[src/rtl/counter_uart_reporter_pkg.sv]
// Shared definitions for the counter status reporter: FSM encoding,
// ASCII frame constants and the frame byte selector.
package counter_uart_reporter_pkg;

  typedef enum logic [2:0] {
    ST_IDLE    = 3'd0,
    ST_CONVERT = 3'd1,
    ST_SEND    = 3'd2,
    ST_WAIT_HI = 3'd3,
    ST_WAIT_LO = 3'd4,
    ST_DONE    = 3'd5
  } state_t;

  localparam logic [7:0] ASCII_ZERO = 8'h30;
  localparam logic [7:0] ASCII_SP   = 8'h20;
  localparam logic [7:0] ASCII_U    = 8'h55;
  localparam logic [7:0] ASCII_D    = 8'h44;
  localparam logic [7:0] ASCII_R    = 8'h52;
  localparam logic [7:0] ASCII_S    = 8'h53;
  localparam logic [7:0] ASCII_CR   = 8'h0D;
  localparam logic [7:0] ASCII_LF   = 8'h0A;

  localparam int         FRAME_LEN = 9;
  localparam logic [3:0] LAST_IDX  = 4'(FRAME_LEN - 1);

  // Byte idx of the frame "dddd M E\r\n"; digits thousands first, leading zeros kept.
  function automatic logic [7:0] frame_byte(input logic [3:0]  idx,
                                            input logic [15:0] bcd,
                                            input logic        mode,
                                            input logic        enable);
    logic [7:0] b;
    b = ASCII_LF;
    case (idx)
      4'd0:    b = ASCII_ZERO + {4'h0, bcd[15:12]};
      4'd1:    b = ASCII_ZERO + {4'h0, bcd[11:8]};
      4'd2:    b = ASCII_ZERO + {4'h0, bcd[7:4]};
      4'd3:    b = ASCII_ZERO + {4'h0, bcd[3:0]};
      4'd4:    b = ASCII_SP;
      4'd5:    b = mode ? ASCII_D : ASCII_U;
      4'd6:    b = enable ? ASCII_R : ASCII_S;
      4'd7:    b = ASCII_CR;
      default: b = ASCII_LF;
    endcase
    return b;
  endfunction

endpackage

[src/rtl/counter_uart_reporter_if.sv]
// Byte-launch handshake between the reporter and the UART transmitter.
// Handshake: the master pulses tx_start for one cycle with tx_data valid in
// that cycle; the UART raises tx_busy the following cycle and holds it while
// shifting; the master launches the next byte only after tx_busy falls.
interface counter_uart_reporter_if;
  logic       tx_start;
  logic [7:0] tx_data;
  logic       tx_busy;

  modport master (output tx_start, output tx_data, input tx_busy);
  modport slave  (input tx_start, input tx_data, output tx_busy);
endinterface

[src/rtl/counter_uart_reporter_bin2bcd_seq.sv]
// Sequential double-dabble (bin2bcd_seq): CNT_W-bit binary to four BCD digits.
// i_start loads the operand; CNT_W shift steps follow, one per cycle.
// o_done is high in the cycle whose clock edge performs the final step, so
// o_bcd holds the finished result from the next cycle until the next i_start.
module counter_uart_reporter_bin2bcd_seq #(
  parameter int CNT_W = 14
) (
  input  logic             clk,
  input  logic             rst,
  input  logic             i_start,
  input  logic [CNT_W-1:0] i_bin,
  output logic             o_done,
  output logic [15:0]      o_bcd
);

  localparam int CW = $clog2(CNT_W + 1);

  logic [15:0]      r_bcd;
  logic [CNT_W-1:0] r_bin;
  logic [CW-1:0]    r_cnt;
  logic             r_busy;
  logic [15:0]      w_adj;

  // Add 3 to every digit that is 5 or more before the next shift.
  always_comb begin
    w_adj = r_bcd;
    for (int i = 0; i < 4; i++) begin
      if (r_bcd[4*i +: 4] >= 4'd5) w_adj[4*i +: 4] = r_bcd[4*i +: 4] + 4'd3;
    end
  end

  // Load on start, then shift one binary bit into the BCD digits per cycle.
  always_ff @(posedge clk or negedge rst) begin
    if (!rst) begin
      r_bcd  <= '0;
      r_bin  <= '0;
      r_cnt  <= '0;
      r_busy <= 1'b0;
    end else if (i_start) begin
      r_bcd  <= '0;
      r_bin  <= i_bin;
      r_cnt  <= CW'(CNT_W);
      r_busy <= 1'b1;
    end else if (r_busy) begin
      r_bcd <= 16'({w_adj, r_bin[CNT_W-1]});
      r_bin <= r_bin << 1;
      r_cnt <= r_cnt - 1'b1;
      if (r_cnt == CW'(1)) r_busy <= 1'b0;
    end
  end

  assign o_done = r_busy && (r_cnt == CW'(1));
  assign o_bcd  = r_bcd;

endmodule

[src/rtl/counter_uart_reporter.sv]
// UART status reporter: snapshots count/mode/enable on request (pulse or
// periodic tick), converts the count to decimal and sends a 9-byte ASCII
// frame "dddd M E\r\n" through the UART tx_start/tx_busy handshake.
module counter_uart_reporter
  import counter_uart_reporter_pkg::*;
#(
  parameter int          CNT_W         = 14,
  parameter int          MAX_VAL       = 9999,
  parameter int unsigned REPORT_PERIOD = 100_000_000
) (
  input  logic                            clk,
  input  logic                            rst,
  input  logic [CNT_W-1:0]                count_reg,
  input  logic                            mode,
  input  logic                            enable,
  input  logic                            report_req,
  counter_uart_reporter_if.master         tx,
  output logic                            report_busy,
  output state_t                          dbg_state
);

  localparam logic [CNT_W-1:0] MAX_SAT     = CNT_W'(MAX_VAL);
  localparam bit               PERIOD_EN   = (REPORT_PERIOD != 0);
  localparam logic [31:0]      PERIOD_LAST = PERIOD_EN ? 32'(REPORT_PERIOD - 1) : 32'd0;

  state_t           r_state;
  state_t           w_state_nxt;
  logic [3:0]       r_idx;
  logic             r_pending;
  logic             r_snap_mode;
  logic             r_snap_en;
  logic [31:0]      r_period_cnt;
  logic             r_tx_start;
  logic [7:0]       r_tx_data;

  logic             w_tick;
  logic             w_request;
  logic             w_busy_state;
  logic             w_snapshot;
  logic             w_fire;
  logic             w_idx_clr;
  logic             w_idx_adv;
  logic             w_bcd_done;
  logic [15:0]      w_bcd;
  logic [CNT_W-1:0] w_sat;

  assign w_tick       = PERIOD_EN && (r_period_cnt == PERIOD_LAST);
  assign w_request    = report_req | w_tick;
  assign w_sat        = (count_reg > MAX_SAT) ? MAX_SAT : count_reg;
  assign w_busy_state = (r_state != ST_IDLE) && (r_state != ST_DONE);

  // Free-running period counter; wraps on the tick, idle when disabled.
  always_ff @(posedge clk or negedge rst) begin
    if (!rst) begin
      r_period_cnt <= '0;
    end else if (PERIOD_EN) begin
      r_period_cnt <= w_tick ? 32'd0 : r_period_cnt + 32'd1;
    end
  end

  // FSM state register.
  always_ff @(posedge clk or negedge rst) begin
    if (!rst) r_state <= ST_IDLE;
    else      r_state <= w_state_nxt;
  end

  // FSM next state plus the single-cycle strobes that steer the datapath.
  always_comb begin
    w_state_nxt = r_state;
    w_snapshot  = 1'b0;
    w_fire      = 1'b0;
    w_idx_clr   = 1'b0;
    w_idx_adv   = 1'b0;
    case (r_state)
      ST_IDLE: begin
        if (w_request) begin
          w_snapshot  = 1'b1;
          w_state_nxt = ST_CONVERT;
        end
      end
      ST_CONVERT: begin
        if (w_bcd_done) begin
          w_idx_clr   = 1'b1;
          w_state_nxt = ST_SEND;
        end
      end
      ST_SEND: begin
        if (!tx.tx_busy) begin
          w_fire      = 1'b1;
          w_state_nxt = ST_WAIT_HI;
        end
      end
      ST_WAIT_HI: begin
        if (tx.tx_busy) w_state_nxt = ST_WAIT_LO;
      end
      ST_WAIT_LO: begin
        if (!tx.tx_busy) begin
          if (r_idx == LAST_IDX) begin
            w_state_nxt = ST_DONE;
          end else begin
            w_idx_adv   = 1'b1;
            w_state_nxt = ST_SEND;
          end
        end
      end
      ST_DONE: begin
        // A request arriving in this very cycle is treated as pending.
        if (r_pending || w_request) begin
          w_snapshot  = 1'b1;
          w_state_nxt = ST_CONVERT;
        end else begin
          w_state_nxt = ST_IDLE;
        end
      end
      default: w_state_nxt = ST_IDLE;
    endcase
  end

  // One-deep pending flag: set by a request during a frame, consumed in DONE.
  always_ff @(posedge clk or negedge rst) begin
    if (!rst) begin
      r_pending <= 1'b0;
    end else if (r_state == ST_DONE) begin
      r_pending <= 1'b0;
    end else if (w_request && w_busy_state) begin
      r_pending <= 1'b1;
    end
  end

  // Snapshot of mode/enable, byte index and the registered tx outputs.
  always_ff @(posedge clk or negedge rst) begin
    if (!rst) begin
      r_snap_mode <= 1'b0;
      r_snap_en   <= 1'b0;
      r_idx       <= '0;
      r_tx_start  <= 1'b0;
      r_tx_data   <= 8'h00;
    end else begin
      if (w_snapshot) begin
        r_snap_mode <= mode;
        r_snap_en   <= enable;
      end
      if (w_idx_clr)      r_idx <= '0;
      else if (w_idx_adv) r_idx <= r_idx + 4'd1;
      r_tx_start <= w_fire;
      if (w_fire) r_tx_data <= frame_byte(r_idx, w_bcd, r_snap_mode, r_snap_en);
    end
  end

  counter_uart_reporter_bin2bcd_seq #(.CNT_W(CNT_W)) u_bin2bcd (
    .clk     (clk),
    .rst     (rst),
    .i_start (w_snapshot),
    .i_bin   (w_sat),
    .o_done  (w_bcd_done),
    .o_bcd   (w_bcd)
  );

  assign tx.tx_start = r_tx_start;
  assign tx.tx_data  = r_tx_data;
  assign report_busy = w_busy_state;
  assign dbg_state   = r_state;

endmodule

[src/flat_wrapper.sv]
// flat-port wrapper written by rule: the top's interface ports become plain ports
module counter_uart_reporter_flat import counter_uart_reporter_pkg::*;
#(
  parameter int          CNT_W         = 14,
  parameter int          MAX_VAL       = 9999,
  parameter int unsigned REPORT_PERIOD = 100_000_000
)
  (clk, rst, count_reg, mode, enable, report_req, report_busy, dbg_state, tx_tx_start, tx_tx_data, tx_tx_busy);
  counter_uart_reporter_if tx_i ();
  input  logic clk;
  input  logic rst;
  input  logic [CNT_W-1:0] count_reg;
  input  logic mode;
  input  logic enable;
  input  logic report_req;
  output logic report_busy;
  output state_t dbg_state;
  output wire logic [$bits(tx_i.tx_start)-1:0] tx_tx_start;
  output wire logic [$bits(tx_i.tx_data)-1:0] tx_tx_data;
  input wire logic [$bits(tx_i.tx_busy)-1:0] tx_tx_busy;
  assign tx_tx_start = tx_i.tx_start;
  assign tx_tx_data = tx_i.tx_data;
  assign tx_i.tx_busy = tx_tx_busy;
  counter_uart_reporter #(.CNT_W(CNT_W), .MAX_VAL(MAX_VAL), .REPORT_PERIOD(REPORT_PERIOD)) u_core (.clk(clk), .rst(rst), .count_reg(count_reg), .mode(mode), .enable(enable), .report_req(report_req), .tx(tx_i), .report_busy(report_busy), .dbg_state(dbg_state));
endmodule
[config.mk]
export PLATFORM = sky130hd
export DESIGN_NAME = counter_uart_reporter_flat
export DESIGN_NICKNAME = d
export VERILOG_FILES = /design/src/rtl/counter_uart_reporter_pkg.sv /design/src/rtl/counter_uart_reporter_if.sv /design/src/rtl/counter_uart_reporter_bin2bcd_seq.sv /design/src/rtl/counter_uart_reporter.sv /design/src/flat_wrapper.sv
export SDC_FILE = /design/constraint.sdc
export NUM_CORES = 1
export LEC_CHECK = 0
export ABC_CLOCK_PERIOD_IN_PS = 2900
export BUFFER_PORTS_ARGS = -buffer_cell sky130_fd_sc_hd__buf_2
export CAP_MARGIN = 20
export CORE_ASPECT_RATIO = 2
export CORE_UTILIZATION = 37
export DETAILED_ROUTE_END_ITERATION = 8
export PLACE_DENSITY = 0.55
export SLEW_MARGIN = 20
export SYNTH_ARGS = -nofsm -noshare
export SYNTH_HDL_FRONTEND = slang
export SYNTH_SLANG_ARGS = --single-unit
[constraint.sdc]
create_clock -name clk -period 2.9 [get_ports clk]
set_clock_uncertainty 0.15 [all_clocks]
set_input_delay 0.145 -clock clk [delete_from_list [all_inputs] [get_ports clk]]
set_output_delay 0.145 -clock clk [all_outputs]
set_load 0.02 [all_outputs]
Yosys cells after proc, flatten, opt, wreduce, memory -nomap -nowiden
Index checks and enable logic that the tools add are counted.
{ "word_totals": {"ff_bits": 86, "input_bits": 20, "out_inout_bits": 13, "elab_cells": 101} }
{ "classes": {"add_sub_neg": 11, "n_lt_le_gt_ge": 5, "n_eq_ne": 21, "n_mux": 40, "bitwise_logic": 1, "reduce_logical": 11} }
{ "ops": {"columns": ["cell", "n"], "rows": [
  ["case mux 8 bit (8 select lines)", 1],
  ["two-way mux 14 bit", 3],
  ["adder 32 x 1 -> 32 bit, second input constant", 1],
  ["equality test 32 x 27 -> 1 bit, second input constant", 1],
  ["two-way mux 16 bit", 2],
  ["two-way mux 32 bit", 1],
  ["adder 6 x 4 -> 7 bit, first input constant", 4],
  ["two-way mux 4 bit", 7],
  ["two-way mux 3 bit", 7],
  ["case mux 3 bit (6 select lines)", 1],
  ["equality test 4 x 3 -> 1 bit, second input constant", 4],
  [">= comparator 4 x 3 -> 1 bit, second input constant", 4],
  ["two-way mux 1 bit", 16],
  ["> comparator 14 bit, second input constant", 1],
  ["adder 4 x 2 -> 4 bit, second input constant", 3],
  ["equality test 4 x 1 -> 1 bit, second input constant", 2],
  ["equality test 4 x 2 -> 1 bit, second input constant", 2],
  ["!= test 2 bit, second input constant", 4],
  ["equality test 3 x 2 -> 1 bit, second input constant", 2],
  ["equality test 3 bit, second input constant", 2],
  ["nonzero test 2 bit", 3],
  ["two-way mux 5 bit", 1],
  ["AND reduction 5 bit", 1],
  ["adder 4 x 1 -> 4 bit, second input constant", 1],
  ["13 further kinds", 15]
]} }

Longest topological paths before layout
{ "logic_depth": {"word_depth": 6, "depth_mapped": 7, "mapped_depth_nobuf": 7} }

Modules after synthesis
Synthesis repeated with hierarchy kept, for this count alone.
{ "unflattened": {"cells_unflattened": 516, "hier_area_um2": 4762.1} }
{ "modules_own_cells": {"columns": ["module", "n_inst", "cells_per_inst", "area_each_um2"], "rows": [
  ["counter_uart_reporter", 1, 323, 2890.3],
  ["counter_uart_reporter_bin2bcd_seq", 1, 193, 1871.8]
]} }

Worst setup path before layout
Ideal clock, no wire load.
{ "synth_path": {"path_kind": "reg2reg", "startpoint": "register u_core.r_state[0], in the netlist u_core.dbg_state[0]", "endpoint": "register u_core.u_bin2bcd.r_bin[4]", "setup_ns": 0.125, "arrival_ns": 1.942, "required_time_ns": 2.625, "setup_slack_ns": 0.683, "stages_incl_launch_ff": 8, "period_less_slack_ns": 2.217, "cell_sequence": "dfrtp_1 > buf_2 > and2_1 > o21bai_2 > o32ai_1 > or2_2 > buf_6 > mux2i_1"} }
{ "synth_via": {"elab_chain_len": 3, "word_cells_on_any_way": 5, "classes_between": "eq/ne: 1; mux: 2; reduce/logical: 2"} }
{ "synth_rtl": {"columns": ["element", "line", "rtl"], "rows": [
  ["start: declaration", "counter_uart_reporter.sv:26", "state_t r_state;"],
  ["start signal: assignment", "counter_uart_reporter.sv:64", "else r_state <= w_state_nxt;"],
  ["equality test 3 bit or logical NOT 3 bit (tied branches)", "counter_uart_reporter.sv:74", "case (r_state)"],
  ["case mux 1 bit (2 select lines) (*)", "counter_uart_reporter.sv:74", null],
  ["two-way mux 14 bit or nonzero test 2 bit (tied branches)", null, null],
  ["end signal: assignment", "counter_uart_reporter_bin2bcd_seq.sv:41", "r_bin <= i_bin;"],
  ["end signal: assignment", "counter_uart_reporter_bin2bcd_seq.sv:46", "r_bin <= r_bin << 1;"],
  ["end: declaration", "counter_uart_reporter_bin2bcd_seq.sv:19", "logic [CNT_W-1:0] r_bin;"]
]} }
Mark *: on every way between the ends. The rest lies on a longest branch, timed or not.
A chain may end at the register's enable or synchronous reset.

Worst setup path after layout
{ "layout_path": {"startpoint": "register u_core.r_period_cnt[0]", "endpoint": "register u_core.u_bin2bcd.r_bin[6]"} }
{ "layout_via": {"elab_chain_len": 6, "word_cells_on_any_way": 8, "classes_between": "eq/ne: 1; mux: 4; bitwise: 1; reduce/logical: 2"} }
{ "layout_rtl": {"columns": ["element", "line", "rtl"], "rows": [
  ["start: declaration", "counter_uart_reporter.sv:32", "logic [31:0] r_period_cnt;"],
  ["start signal: assignment", "counter_uart_reporter.sv:57", "r_period_cnt <= w_tick ? 32'd0 : r_period_cnt + 32'd1;"],
  ["equality test 32 x 27 -> 1 bit (*)", "counter_uart_reporter.sv:47", "assign w_tick = PERIOD_EN && (r_period_cnt == PERIOD_LAST);"],
  ["OR 1 bit (*)", "counter_uart_reporter.sv:48", "assign w_request = report_req | w_tick;"],
  ["logical OR 1 bit", "counter_uart_reporter.sv:108", "if (r_pending || w_request) begin"],
  ["two-way mux 1 bit", "counter_uart_reporter.sv:108", null],
  ["case mux 1 bit (2 select lines) (*)", "counter_uart_reporter.sv:74", null],
  ["two-way mux 14 bit or nonzero test 2 bit (tied branches)", null, null]
]} }
Marks and branches as above.

==> summary.md <==
| Metric | Value |
|---|---|
| Starting DRT DRC Count | `241` |
| Clk buf depth | `2` |
| CTS Buf Count | `9` |
| Yosys cell types | `58` |
| Crit-path max cell delay | `500 ps` |
| Crit-path max FO | `21` |
| Number of core rows | `57` |
| Cell area after synthesis | `4640 µm²` |
| CP Cell Sequence | `ha_1 > nand3_1 > or2_1 > nor4_4 > or2_2 > mux2i_1` |
| Yosys top cell area share | `0.458` |
| Number of global-route vias before repair | `3775` |
| WL final | `10700 µm` |
| Synth area leader | `dfrtp_1` |
| Via Count | `3624` |
| Placed cells | `638` |
| DRC violations left | `0` |
| Top-count cell post-synth | `dfrtp_1` |
| Fmax | `409 MHz` |
| Initial Util | `0.381` |
| Status | `finished, final reports clean` |
| RSZ-0062 raised after global routing | `false` |
| CTS tree | `done` |
| FF+latch count, synth | `85` |
| Worst r2r path cells | `6` |
| Slew Viols, Final | `0` |
| FF-to-FF Start | `u_core.r_period_cnt[0]$_DFF_PN0_` |
| Max Cap Viol | `0` |
| Post-synthesis compound-gate area fraction | `0.115` |
| Ys async rst share | `1.00` |
| Final Net Count | `557` |
| Core Footprint | `12200 µm²` |
| Dpl ws | `449 ps` |
| R2r setup slk | `460 ps` |
| Synth top cells by count | `dfrtp_1 (85), nand2_1 (45), nor2_1 (42), mux2i_1 (27), o21ai_0 (26)` |
| Final setup violation count | `0` |
| Ant. Diodes | `0` |
| Synth Area in Adders | `0.0404` |
| Setup tns final | `0 ps` |
| CP max-delay cell | `or2_2` |
| Post-layout util | `0.450` |
| I/O Buffers | `31` |
| Top post-synthesis cells by area | `dfrtp_1 (46%), mux2i_1 (5.8%), xnor2_1 (4.5%)` |
| Vias per cell | `5.39` |
| Worst Tran Pin Value | `783 ps` |
| Htree depth | `3` |
| First-pass GRT wire length | `18500 µm` |
| Fin. Hold Viols | `0` |
| Hpwl dp | `7870 µm` |
| Hold Path Depth | `3` |
| Post-route ant nets | `0` |
| RD Place Congestion | `0.813` |
| Simple-gate share of the synthesized area | `0.213` |
| Fin cells | `672` |
| Max transition margin | `0.478` |
| CTS root buf | `clkbuf_16` |
| Clock transition at path regs | `60 ps` |
| Main synth FF type | `dfrtp_1` |
| Endpoint type of the worst setup path | `flop` |
| Critical Path AT | `2550 ps` |
| Mapped Nets | `508` |
| Number of I/O pins | `33` |
| Overall Power | `5.02 mW` |
| Avg Inst Size Synth | `9.82 µm²` |
| Share of cells above drive strength 1 | `0.131` |
| Crit Path Class | `flop to flop` |
| Reg2Reg Capture Point | `u_core.u_bin2bcd.r_bin[6]$_DFFE_PN0P_` |
| WP data required | `3010 ps` |
| Syn. warnings | `0` |
| Clock latency on the worst-skew pair | `340 ps` |
| Register area share after synthesis | `0.458` |
| Final period utilization | `0.842` |
| Die X | `81.2 µm` |
| DIE AREA | `13000 µm²` |
| Number of flops mapped to enable cells by yosys | `0` |
| Worst Hold End | `u_core.dbg_state[2]$_DFFE_PN0P_` |
| Final Worst Setup Slack | `457 ps` |
| Post-synthesis instance total | `473` |
| Initial antenna violation count | `0` |
| XOR/XNOR share of the synthesized area | `0.0698` |
| Post-synthesis mux area share | `0.0630` |
| GRT Total Usage | `0.188` |
| Hold WC Path Type | `input pin to flop` |
| Hold Crit Start | `tx_tx_busy` |
| Largest net degree at the start of global routing | `60` |
| GRT Residual Overflow | `0` |
| Leakage | `2.62 nW` |
| Die height | `160 µm` |
| Power per cell area | `913 nW/µm²` |
| Area Growth Syn to Fin | `18.3%` |
| Largest family of logic cells by synthesized area | `simple AND/OR/NAND/NOR gates` |
| Routed len/inst | `16.0 µm` |
| DR pass1 iterations | `5` |
| Maximum vdd drop | `0.000438 V` |
| Startpoint Class | `flop` |
| Clock sinks | `85` |
| Fin crit period | `2440 ps` |
[cell families after synthesis]
group,after synthesis
AO/OA/AOI/OAI,82
AND/OR/NAND/NOR,181
flip-flops,85
adder cells (fa/ha/maj),15
other,1
XOR/XNOR,37
buffers and inverters,43
multiplexers,29
[repair_timing]
action | CTS | global route
buffers inserted | 0 | 0
resized for setup | 0 | 0
hold endpoints to repair | 76 | 0
hold buffers | 20 | 0
[critical path, delay by kind of cell (launching register included)]
family | cells | cell delay (ps)
and+or+nand+nor | 4 | 1380
DFF | 1 | 380
muxes | 1 | 250
adders and majority gates | 1 | 200
[metal layers]
metal	wire, µm	track usage	vias up
met4	336	0.0925	0
met1	4010	0.199	1793
met3	237	0.0284	18
met2	6150	0.345	59
li1	-	-	1754
met5	0	0	-
[power by group]
group,switching [mW],total [mW],internal (mW)
logic,1.01,1.86,0.850
registers,0.345,1.87,1.53
clock network,0.450,1.28,0.834
total,1.80,5.02,3.21
[cell type report]
| type | count | area (µm²) |
|---|---|---|
| Sequential cell | 85 | 2130 |
| Tap cell | 147 | 184 |
| Multi-Input combinational cell | 345 | 2330 |
| Fill cell | 1171 | 6700 |
| Inverter | 20 | 75.1 |
| Clock inverter | 4 | 98.8 |
| Timing Repair Buffer | 61 | 445 |
| Clock buffer | 10 | 229 |
[placed cells by master (no fill, tap or decap), drive strengths merged, types with 20 or more instances in the layout]
master       instances
o21ai               26
nor2                43
nand2               45
inv                 20
buf                 41
xnor2               24
dlygate4sd3         20
dfrtp               85
nand3               21
mux2i               27
[how the worst max path moves through the flow]
stage / from / slack [ps] / to / depth (start not counted)
finish: u_core.r_period_cnt[0]$_DFF_PN0_ / 460 / u_core.u_bin2bcd.r_bin[6]$_DFFE_PN0P_ / 6
floorplan: u_core.dbg_state[0]$_DFFE_PN0P_ / 680 / u_core.u_bin2bcd.r_bin[4]$_DFFE_PN0P_ / 7
global route: u_core.dbg_state[0]$_DFFE_PN0P_ / 250 / u_core.u_bin2bcd.r_bin[4]$_DFFE_PN0P_ / 5
CTS: u_core.r_period_cnt[0]$_DFF_PN0_ / 440 / u_core.u_bin2bcd.r_bin[6]$_DFFE_PN0P_ / 6
global placement: u_core.r_period_cnt[0]$_DFF_PN0_ / 540 / u_core.u_bin2bcd.r_bin[4]$_DFFE_PN0P_ / 6
detailed placement: u_core.r_period_cnt[0]$_DFF_PN0_ / 450 / u_core.u_bin2bcd.r_bin[6]$_DFFE_PN0P_ / 6
[metrics by stage]
| stage | hold slack [ps] | cell area [µm²] |
|---|---|---|
| 3_5_place_dp | 131 | 4970 |
| 6_report | 56.5 | 5490 |
| 3_3_place_gp | 124 | 4970 |
| 2_1_floorplan | -301 | 4640 |
| 4_1_cts | 41.8 | 5490 |
| 5_1_grt | 88.8 | 5490 |
[state kept, by name, indices dropped and copies added (netlist names)]
name,flops
u_core.u_bin2bcd.r_cnt,4
u_core.u_bin2bcd.r_bin,14
u_core.r_idx,4
u_core.u_bin2bcd.o_bcd,16
u_core.tx.tx_data,7
u_core.r_period_cnt,32
u_core.dbg_state,3
u_core.r_snap_en,1
u_core.u_bin2bcd.r_busy,1
u_core.r_snap_mode,1
u_core.r_pending,1
u_core.tx.tx_start,1
Note: power is estimated with default switching activity, not from simulation.
